### config.mk
export PLATFORM = sky130hd
export DESIGN_NAME = copro_mul_p
export DESIGN_NICKNAME = d
export VERILOG_FILES = /design/src/rtl/copro_pkg.sv /design/src/rtl/copro_abs.sv /design/src/rtl/copro_mul_p.sv
export SDC_FILE = /design/constraint.sdc
export NUM_CORES = 1
export LEC_CHECK = 0
export CELL_PAD_IN_SITES_DETAIL_PLACEMENT = 0
export CELL_PAD_IN_SITES_GLOBAL_PLACEMENT = 1
export CORE_ASPECT_RATIO = 0.5
export CORE_UTILIZATION = 41
export DETAILED_ROUTE_END_ITERATION = 12
export PLACE_DENSITY = 0.76
export SYNTH_ARGS = -nofsm -noshare
export SYNTH_HDL_FRONTEND = slang
export SYNTH_SLANG_ARGS = --single-unit
### constraint.sdc
create_clock -name ck -period 3.5 [get_ports ck]
set_clock_uncertainty 0.1 [all_clocks]
set_input_delay 0.875 -clock ck [delete_from_list [all_inputs] [get_ports ck]]
set_output_delay 0.875 -clock ck [all_outputs]
set_load 0.03 [all_outputs]
### src/rtl/copro_pkg.sv
// Shared types for the shift-add multiplier co-processor.
//   state_e   : sequencer states
//   OpLimit   : number of operands a multiply consumes (A then B)
package copro_pkg;

  typedef enum logic [1:0] {
    StIdle,
    StLoad,
    StRun,
    StFix
  } state_e;

  localparam int unsigned OpLimit = 2;

endpackage

### src/rtl/copro_abs.sv
// Conditional two's-complement negate, purely combinational.
//   val : input value
//   neg : 1 = output -val, 0 = pass val through
//   res : result, same width as val
// Used to take operand magnitudes and to re-apply the product sign.
// The most negative value maps onto itself, which read as unsigned is its magnitude.
module copro_abs #(
  parameter int unsigned W = 32
) (
  input  logic [W-1:0] val,
  input  logic         neg,
  output logic [W-1:0] res
);

  always_comb begin
    res = neg ? (~val + 1'b1) : val;
  end

endmodule

### src/rtl/copro_mul_p.sv
// Iterative radix-2 shift-add multiplier co-processor.
//   ck, rb : clock (rising edge) and asynchronous active-low reset
//   start  : begin a multiply on the two pushed operands
//   sgn    : sampled with start, 1 = two's-complement operands
//   dpsh   : push dinp into the operand pair (A first, then B)
//   dinp   : operand data
//   dpop   : swap the product high/low registers
//   ready  : one-cycle pulse when the product is available
//   busy   : multiply in progress
//   err    : one-cycle pulse when start is rejected (too few operands)
//   dout   : current head of the product registers
module copro_mul_p
  import copro_pkg::*;
#(
  parameter int unsigned W = 32
) (
  input  logic         ck,
  input  logic         rb,
  input  logic         start,
  input  logic         sgn,
  input  logic         dpsh,
  input  logic [W-1:0] dinp,
  input  logic         dpop,
  output logic         ready,
  output logic         busy,
  output logic         err,
  output logic [W-1:0] dout
);

  localparam int unsigned CW = $clog2(W);

  state_e          state;
  logic [W-1:0]    areg, breg, mh, ml;
  logic [CW-1:0]   cnt;
  logic [1:0]      opcnt;
  logic            neg;
  logic            mode;   // sgn captured at start

  logic [W-1:0]    a_abs, b_abs;
  logic [2*W-1:0]  prod_fix;
  logic [2*W-1:0]  sum;

  copro_abs #(.W(W)) u_abs_a (
    .val (areg),
    .neg (mode & areg[W-1]),
    .res (a_abs)
  );

  copro_abs #(.W(W)) u_abs_b (
    .val (breg),
    .neg (mode & breg[W-1]),
    .res (b_abs)
  );

  copro_abs #(.W(2*W)) u_abs_p (
    .val ({mh, ml}),
    .neg (neg),
    .res (prod_fix)
  );

  // Shift the partial product right by one and add B aligned at bit W-1.
  // The partial product never reaches 2^(2W), so no carry out is lost.
  always_comb begin
    sum = {1'b0, mh, ml[W-1:1]}
        + (areg[0] ? {1'b0, breg, {(W-1){1'b0}}} : {(2*W){1'b0}});
  end

  assign dout = mh;

  always_ff @(posedge ck or negedge rb) begin
    if (!rb) begin
      state <= StIdle;
      areg  <= '0;
      breg  <= '0;
      mh    <= '0;
      ml    <= '0;
      cnt   <= '0;
      opcnt <= '0;
      neg   <= 1'b0;
      mode  <= 1'b0;
      ready <= 1'b0;
      busy  <= 1'b0;
      err   <= 1'b0;
    end else begin
      ready <= 1'b0;
      err   <= 1'b0;
      case (state)
        StIdle: begin
          // start takes priority: a same-cycle push or pop is dropped
          if (start) begin
            if (opcnt == 2'(OpLimit)) begin
              state <= StLoad;
              busy  <= 1'b1;
              mode  <= sgn;
            end else begin
              err <= 1'b1;
            end
          end else begin
            if (dpsh) begin
              areg <= breg;
              breg <= dinp;
              if (opcnt != 2'(OpLimit)) opcnt <= opcnt + 2'd1;
            end
            if (dpop) begin
              mh <= ml;
              ml <= mh;
            end
          end
        end
        StLoad: begin
          mh    <= '0;
          ml    <= '0;
          areg  <= a_abs;
          breg  <= b_abs;
          neg   <= mode & (areg[W-1] ^ breg[W-1]);
          cnt   <= '0;
          opcnt <= '0;
          state <= StRun;
        end
        StRun: begin
          {mh, ml} <= sum;
          areg     <= areg >> 1;
          cnt      <= cnt + 1'b1;
          if (cnt == CW'(W-1)) state <= StFix;
        end
        StFix: begin
          {mh, ml} <= prod_fix;
          state    <= StIdle;
          busy     <= 1'b0;
          ready    <= 1'b1;
        end
        default: state <= StIdle;
      endcase
    end
  end

endmodule

After elaboration in Yosys (flattened, before gate mapping) --
Index checks and enable logic that the tools add are counted.
Word-level totals: flip-flop bits (word level) 142, memory bits (read-only) 0, input bits 38, memory bits (writable) 0, memories kept 0, output and inout bits 35, latch bits 0
Operators by class: $lt $le $gt $ge 0, multipliers 0, $add $sub $neg 6, divide/modulo/power cells 0, shift-type cells 0, multiplexer cells 32, reduce and logical (&&, ||, !) cells 12, equality and inequality tests 16, bitwise logic cells 7
Operator list (count):
- two-way mux 32 bit | 10
- case mux 32 bit (4 select lines) | 2
- case mux 32 bit (3 select lines) | 1
- adder 32 x 1 -> 32 bit, second input constant | 2
- adder 63 x 63 -> 64 bit | 1
- adder 64 x 1 -> 64 bit, second input constant | 1
- two-way mux 64 bit | 1
- inverter 32 bit | 2
- inverter 64 bit | 1
- case mux 32 bit (2 select lines) | 1
- two-way mux 63 bit | 1
- != test 2 bit, second input constant | 9
- two-way mux 2 bit | 6
- AND reduction 3 bit | 4
- AND reduction 4 bit | 3
- case mux 5 bit (2 select lines) | 1
- case mux 2 bit (4 select lines) | 1
- equality test 2 bit, second input constant | 3
- two-way mux 1 bit | 6
- nonzero test 2 bit | 3
- adder 5 x 1 -> 5 bit, second input constant | 1
- equality test 5 bit, second input constant | 1
- != test 2 x 1 -> 1 bit, second input constant | 2
- case mux 2 bit (2 select lines) | 1
- 7 further kinds | 9

Longest topological paths before layout --
depth in word-level cells 5, gate-level depth with buffers 14

Cells and area by module --
Synthesis repeated with hierarchy kept, for this count alone.
Second synthesis, totals: cell total of the unflattened synthesis 1478, area total of the unflattened synthesis 12293.0 um2
By module, submodules not included:
- copro_mul_p | times used 1, cells an instance 1074, area an instance 9090.0 um2
- copro_abs (u_abs_p) | times used 1, cells an instance 206, area an instance 1649.1 um2
- copro_abs (u_abs_a ...) | times used 2, cells an instance 99, area an instance 777.0 um2

Least setup slack after synthesis --
No wires, ideal clock.
path type register to register, start point register areg[0], end point register mh[28], in the netlist dout[28], required time 3.280 ns, path slack 0.247 ns, stages on the path, launching flop included 12, setup time 0.120 ns, arrival 3.032 ns, path buffers 1, cells stage by stage dfrtp_1 clkbuf_1 and2_1 ha_1 a21oi_1 o21ai_0 o21ai_0 or3b_2 a311o_1 a211oi_1 xnor2_1 a31o_2
On the way: cells in the longest elaborated chain, start to end 3
Ends and longest elaborated chain:
- from (decl) | line copro_mul_p.sv:33 | logic [W-1:0] areg, breg, mh, ml;
- from (signal assigned) | line copro_mul_p.sv:100 | areg <= breg;
- from (signal assigned) | line copro_mul_p.sv:113 | areg <= a_abs;
- from (signal assigned) | line copro_mul_p.sv:122 | areg <= areg >> 1;
- two-way mux 63 bit | line copro_mul_p.sv:65 | + (areg[0] ? {1'b0, breg, {(W-1){1'b0}}} : {(2*W){1'b0}});
- adder 63 x 63 -> 64 bit | line copro_mul_p.sv:65
- case mux 32 bit (4 select lines) | line copro_mul_p.sv:87 | case (state)
- to (signal assigned) | line copro_mul_p.sv:105 | mh <= ml;
- to (signal assigned) | line copro_mul_p.sv:121 | {mh, ml} <= sum;
- to (signal assigned) | line copro_mul_p.sv:127 | {mh, ml} <= prod_fix;
- to (decl) | line copro_mul_p.sv:33
Every way passes these cells. A chain may end at the register's enable or synchronous reset.

Final worst setup path --
start point register areg[0], end point register areg[30]
On the way: cells in the longest elaborated chain, start to end 4
Ends and longest elaborated chain:
- inverter 32 bit | line copro_abs.sv:16 | res = neg ? (~val + 1'b1) : val;
- adder 32 x 1 -> 32 bit | line copro_abs.sv:16
- two-way mux 32 bit | line copro_abs.sv:16
- case mux 32 bit (3 select lines) | line copro_mul_p.sv:87
Every way passes these cells. The select of a mux whose other input is x is not followed.

==> impl_metrics.json <==
{
  "grt_pass1_wl_um": 67000,
  "top_level_ports": 73,
  "synth.top_cell.area_share": 0.305,
  "synth_area_per_cell_um2": 7.57,
  "synth_compound_area_frac": 0.272,
  "preCtsSetupSlack_ns": 0.0174,
  "finish.instance_area_um2": 13800,
  "yosys.area_share.simple": 0.275,
  "core_um2": 27800,
  "postSynthCellCount": 1541,
  "drt_first_pass_iters": 5,
  "final_cell_count_no_fill": 2005,
  "fp.dieArea_um2": 29200,
  "combinational_family_with_the_most_area_after_synthesis": "simple AND/OR/NAND/NOR gates",
  "post_route_cells_drive_above_1_share": 0.0974,
  "place.detailed.instances": 1973,
  "setup_repair_after_global_routing_missed_its_margin": "no",
  "pin_count_of_the_biggest_net_entering_global_routing": 68,
  "cts_tree": "built",
  "cts-htree-levels": 4,
  "reg2reg_from": "areg[0]",
  "fin_hold_ws_ns": 0.323,
  "clockRootBuffer": "sky130_fd_sc_hd__clkbuf_16",
  "first_global_vias": 11400,
  "synth.ff_latch_count": 142,
  "route.final.wire_length_um": 43000,
  "status": "complete, no violations",
  "detailed_place.area_um2": 13200,
  "post-cts-setup-buffers": 0,
  "cp_data_required_time_ns": 3.70,
  "yosys_warnings": 0,
  "via_per_inst": 6.25,
  "grt_util_all_layers": 0.301,
  "netlist-cell-type-count": 82,
  "synthesis.nets": 1622,
  "drtIter0Drc": 1355,
  "min_path_type": "in2async",
  "final_setup_violation_count": 0,
  "timing.final.crit_share": 0.963,
  "post_synth_main_area_contributors": "sky130_fd_sc_hd__dfrtp_1 (30%), sky130_fd_sc_hd__o21ai_0 (6.7%), sky130_fd_sc_hd__a21oi_1 (5.4%), sky130_fd_sc_hd__nand2_1 (5.3%), sky130_fd_sc_hd__nor2_1 (4.6%)",
  "setup-tns-final_ns": 0,
  "timing.critical_path.arrival_ns": 3.57,
  "cp_max_fo": 14,
  "cellPowerDensity_nw_per_um2": 1130,
  "route.antenna.remaining_nets": 0,
  "fin_nets": 1691,
  "clock_tree.buffer_depth": 2,
  "worstSkewPairLatency_ns": 0.46,
  "finalWorstSetupSlack_ns": 0.131,
  "worst_relative_slew_slack": 0.370,
  "crit_reg_reg_endpoint": "areg[30]",
  "fp.dieH_um": 121,
  "report.final.slew_viol_count": 0,
  "io_buffers": 72,
  "fin_total_pwr_mw": 15.6,
  "critical_path.startpoint_type": "register",
  "path_clk_slew_ns": 0.06,
  "post-route-util": 0.496,
  "period_minus_slack_ns": 3.37,
  "detailed_place_hpwl_um": 30800,
  "cts_buffers": 17,
  "synth_xor_xnor_area_share": 0.0428,
  "drt_drc_violations_left": 0,
  "maxCapViolCount": 0,
  "timing.final.hold_violations": 0,
  "vdd_ir_drop_max_mv": 0.501,
  "placementRows": 43,
  "initial_core_util": 0.419,
  "synth-edff-count": 0,
  "path_class": "reg2reg",
  "maxClockFrequency_mhz": 297,
  "synth_sequential_area_ratio": 0.305,
  "cts_sinks": 142,
  "postSynth.topFlopCell": "sky130_fd_sc_hd__dfrtp_1",
  "synth.largest_area_cell": "sky130_fd_sc_hd__dfrtp_1",
  "place.gp.congestion": 0.934,
  "yosys-mux-area-fraction": 0.00697,
  "horiz_die_dim_um": 241,
  "cellLeakagePower_nw": 5.58,
  "worst-r2r-cell-count": 10,
  "critical_path_sink_type": "register",
  "grt_antenna_before_repair": 0,
  "tightest_slew_ns": 0.942,
  "syn-cell-area_um2": 11700,
  "global_route.overflow_total": 0,
  "ff2ff_setup_slack_ns": 0.13,
  "syn2layout_area_growth_pct": 18.2,
  "dr_total_vias": 12500,
  "synth_fa_ha_area_frac": 0.0468,
  "synth_async_sr_flop_share": 1.00,
  "antenna_cells": 0,
  "drt-wirelength-per-cell_um": 21.5
}
-- state kept, by name, indices dropped and copies added, names as in the netlist --
name	flops
areg	32
breg	32
busy	1
cnt	5
dout	32
err	1
ml	32
mode	1
neg	1
opcnt	2
ready	1
state	2
-- where the power goes --
part | total [mW] | leakage (nW) | internal [mW] | switching [mW]
Combinational | 9.98 | 3.55 | 3.81 | 6.18
Sequential | 3.71 | 1.74 | 2.45 | 1.26
Clock | 1.91 | 0.288 | 1.12 | 0.789
-- layout by cell type (no fill, tap or decap), types with 13 or more instances in the layout --
cell / count
sky130_fd_sc_hd__a221oi_1: 28
sky130_fd_sc_hd__inv_1: 40
sky130_fd_sc_hd__o31ai_1: 19
sky130_fd_sc_hd__o22ai_1: 30
sky130_fd_sc_hd__dfrtp_1: 141
sky130_fd_sc_hd__nand3_1: 51
sky130_fd_sc_hd__ha_1: 38
sky130_fd_sc_hd__nor4_1: 32
sky130_fd_sc_hd__and2_1: 29
sky130_fd_sc_hd__clkdlybuf4s50_1: 71
sky130_fd_sc_hd__a21o_1: 13
sky130_fd_sc_hd__xor2_1: 22
sky130_fd_sc_hd__xnor2_1: 35
sky130_fd_sc_hd__clkbuf_16: 17
sky130_fd_sc_hd__a221o_1: 13
sky130_fd_sc_hd__or3_1: 16
sky130_fd_sc_hd__nor2_1: 144
sky130_fd_sc_hd__o21ai_0: 155
sky130_fd_sc_hd__nand2b_1: 14
sky130_fd_sc_hd__nor3_1: 70
sky130_fd_sc_hd__a21oi_1: 124
sky130_fd_sc_hd__a211oi_1: 28
sky130_fd_sc_hd__nand2_1: 165
sky130_fd_sc_hd__and3_1: 40
sky130_fd_sc_hd__buf_4: 87
-- critical path, cell delays in order (launching register included) --
cell and delay, ns:
sky130_fd_sc_hd__dfrtp_2 0.48, sky130_fd_sc_hd__inv_1 0.17, sky130_fd_sc_hd__ha_1 0.22, sky130_fd_sc_hd__or3b_1 0.42
sky130_fd_sc_hd__or4_1 0.48, sky130_fd_sc_hd__nor2_1 0.23, sky130_fd_sc_hd__nand4b_1 0.18, sky130_fd_sc_hd__or3_1 0.44
sky130_fd_sc_hd__nor3_1 0.22, sky130_fd_sc_hd__o311a_1 0.16, sky130_fd_sc_hd__o21ai_0 0.10
-- metal layers --
metal,wire [µm],GRT usage
met5,0,0
met4,766,0.0764
met3,3380,0.0546
met2,18000,0.430
met1,20900,0.458
-- cell usage after synthesis, drive strengths merged, types with 11 or more instances --
library cell / instances
nor2: 144
nand3b: 12
nand4: 11
a221o: 13
nand3: 52
a221oi: 29
o21ai: 156
nand2: 165
and3: 40
xnor2: 35
or3: 16
a21o: 13
clkbuf: 102
nor3: 72
or4: 14
dfrtp: 142
nand2b: 14
and2: 29
a211oi: 30
inv: 41
o31ai: 19
o22ai: 30
nor4: 35
a21oi: 125
ha: 42
xor2: 22
-- layout make-up --
type	instances	area [µm²]
Multi-Input combinational cell	1246	7570
Clock buffer	22	484
Sequential cell	142	3550
Timing Repair Buffer	162	1440
Inverter	41	154
Clock inverter	10	111
Fill cell	2724	14000
Tap cell	382	478
-- worst max path at each step --
stage	start	endpoint	depth (start not counted)
after floorplan	areg[0]	dout[28]	11
after global placement	areg[0]	dout[30]	12
after detailed placement	areg[0]	dout[27]	13
after CTS	areg[0]	dout[30]	12
after global routing	areg[0]	dout[30]	11
final	areg[0]	areg[30]	10
-- timing repair --
action / CTS / global route
endpoints found under the setup margin: 1 / 14
resized for setup: 1 / 5
hold buffers: 0 / 0
-- logic make-up after synthesis --
| logic type | count (synthesis) |
|---|---|
| flip-flops | 142 |
| AO/OA/AOI/OAI | 500 |
| multiplexers | 8 |
| buffers and inverters | 153 |
| XOR/XNOR | 57 |
| adder cells (fa/ha/maj) | 43 |
| AND/OR/NAND/NOR | 638 |
No activity file was read; power rests on OpenSTA's default activity.
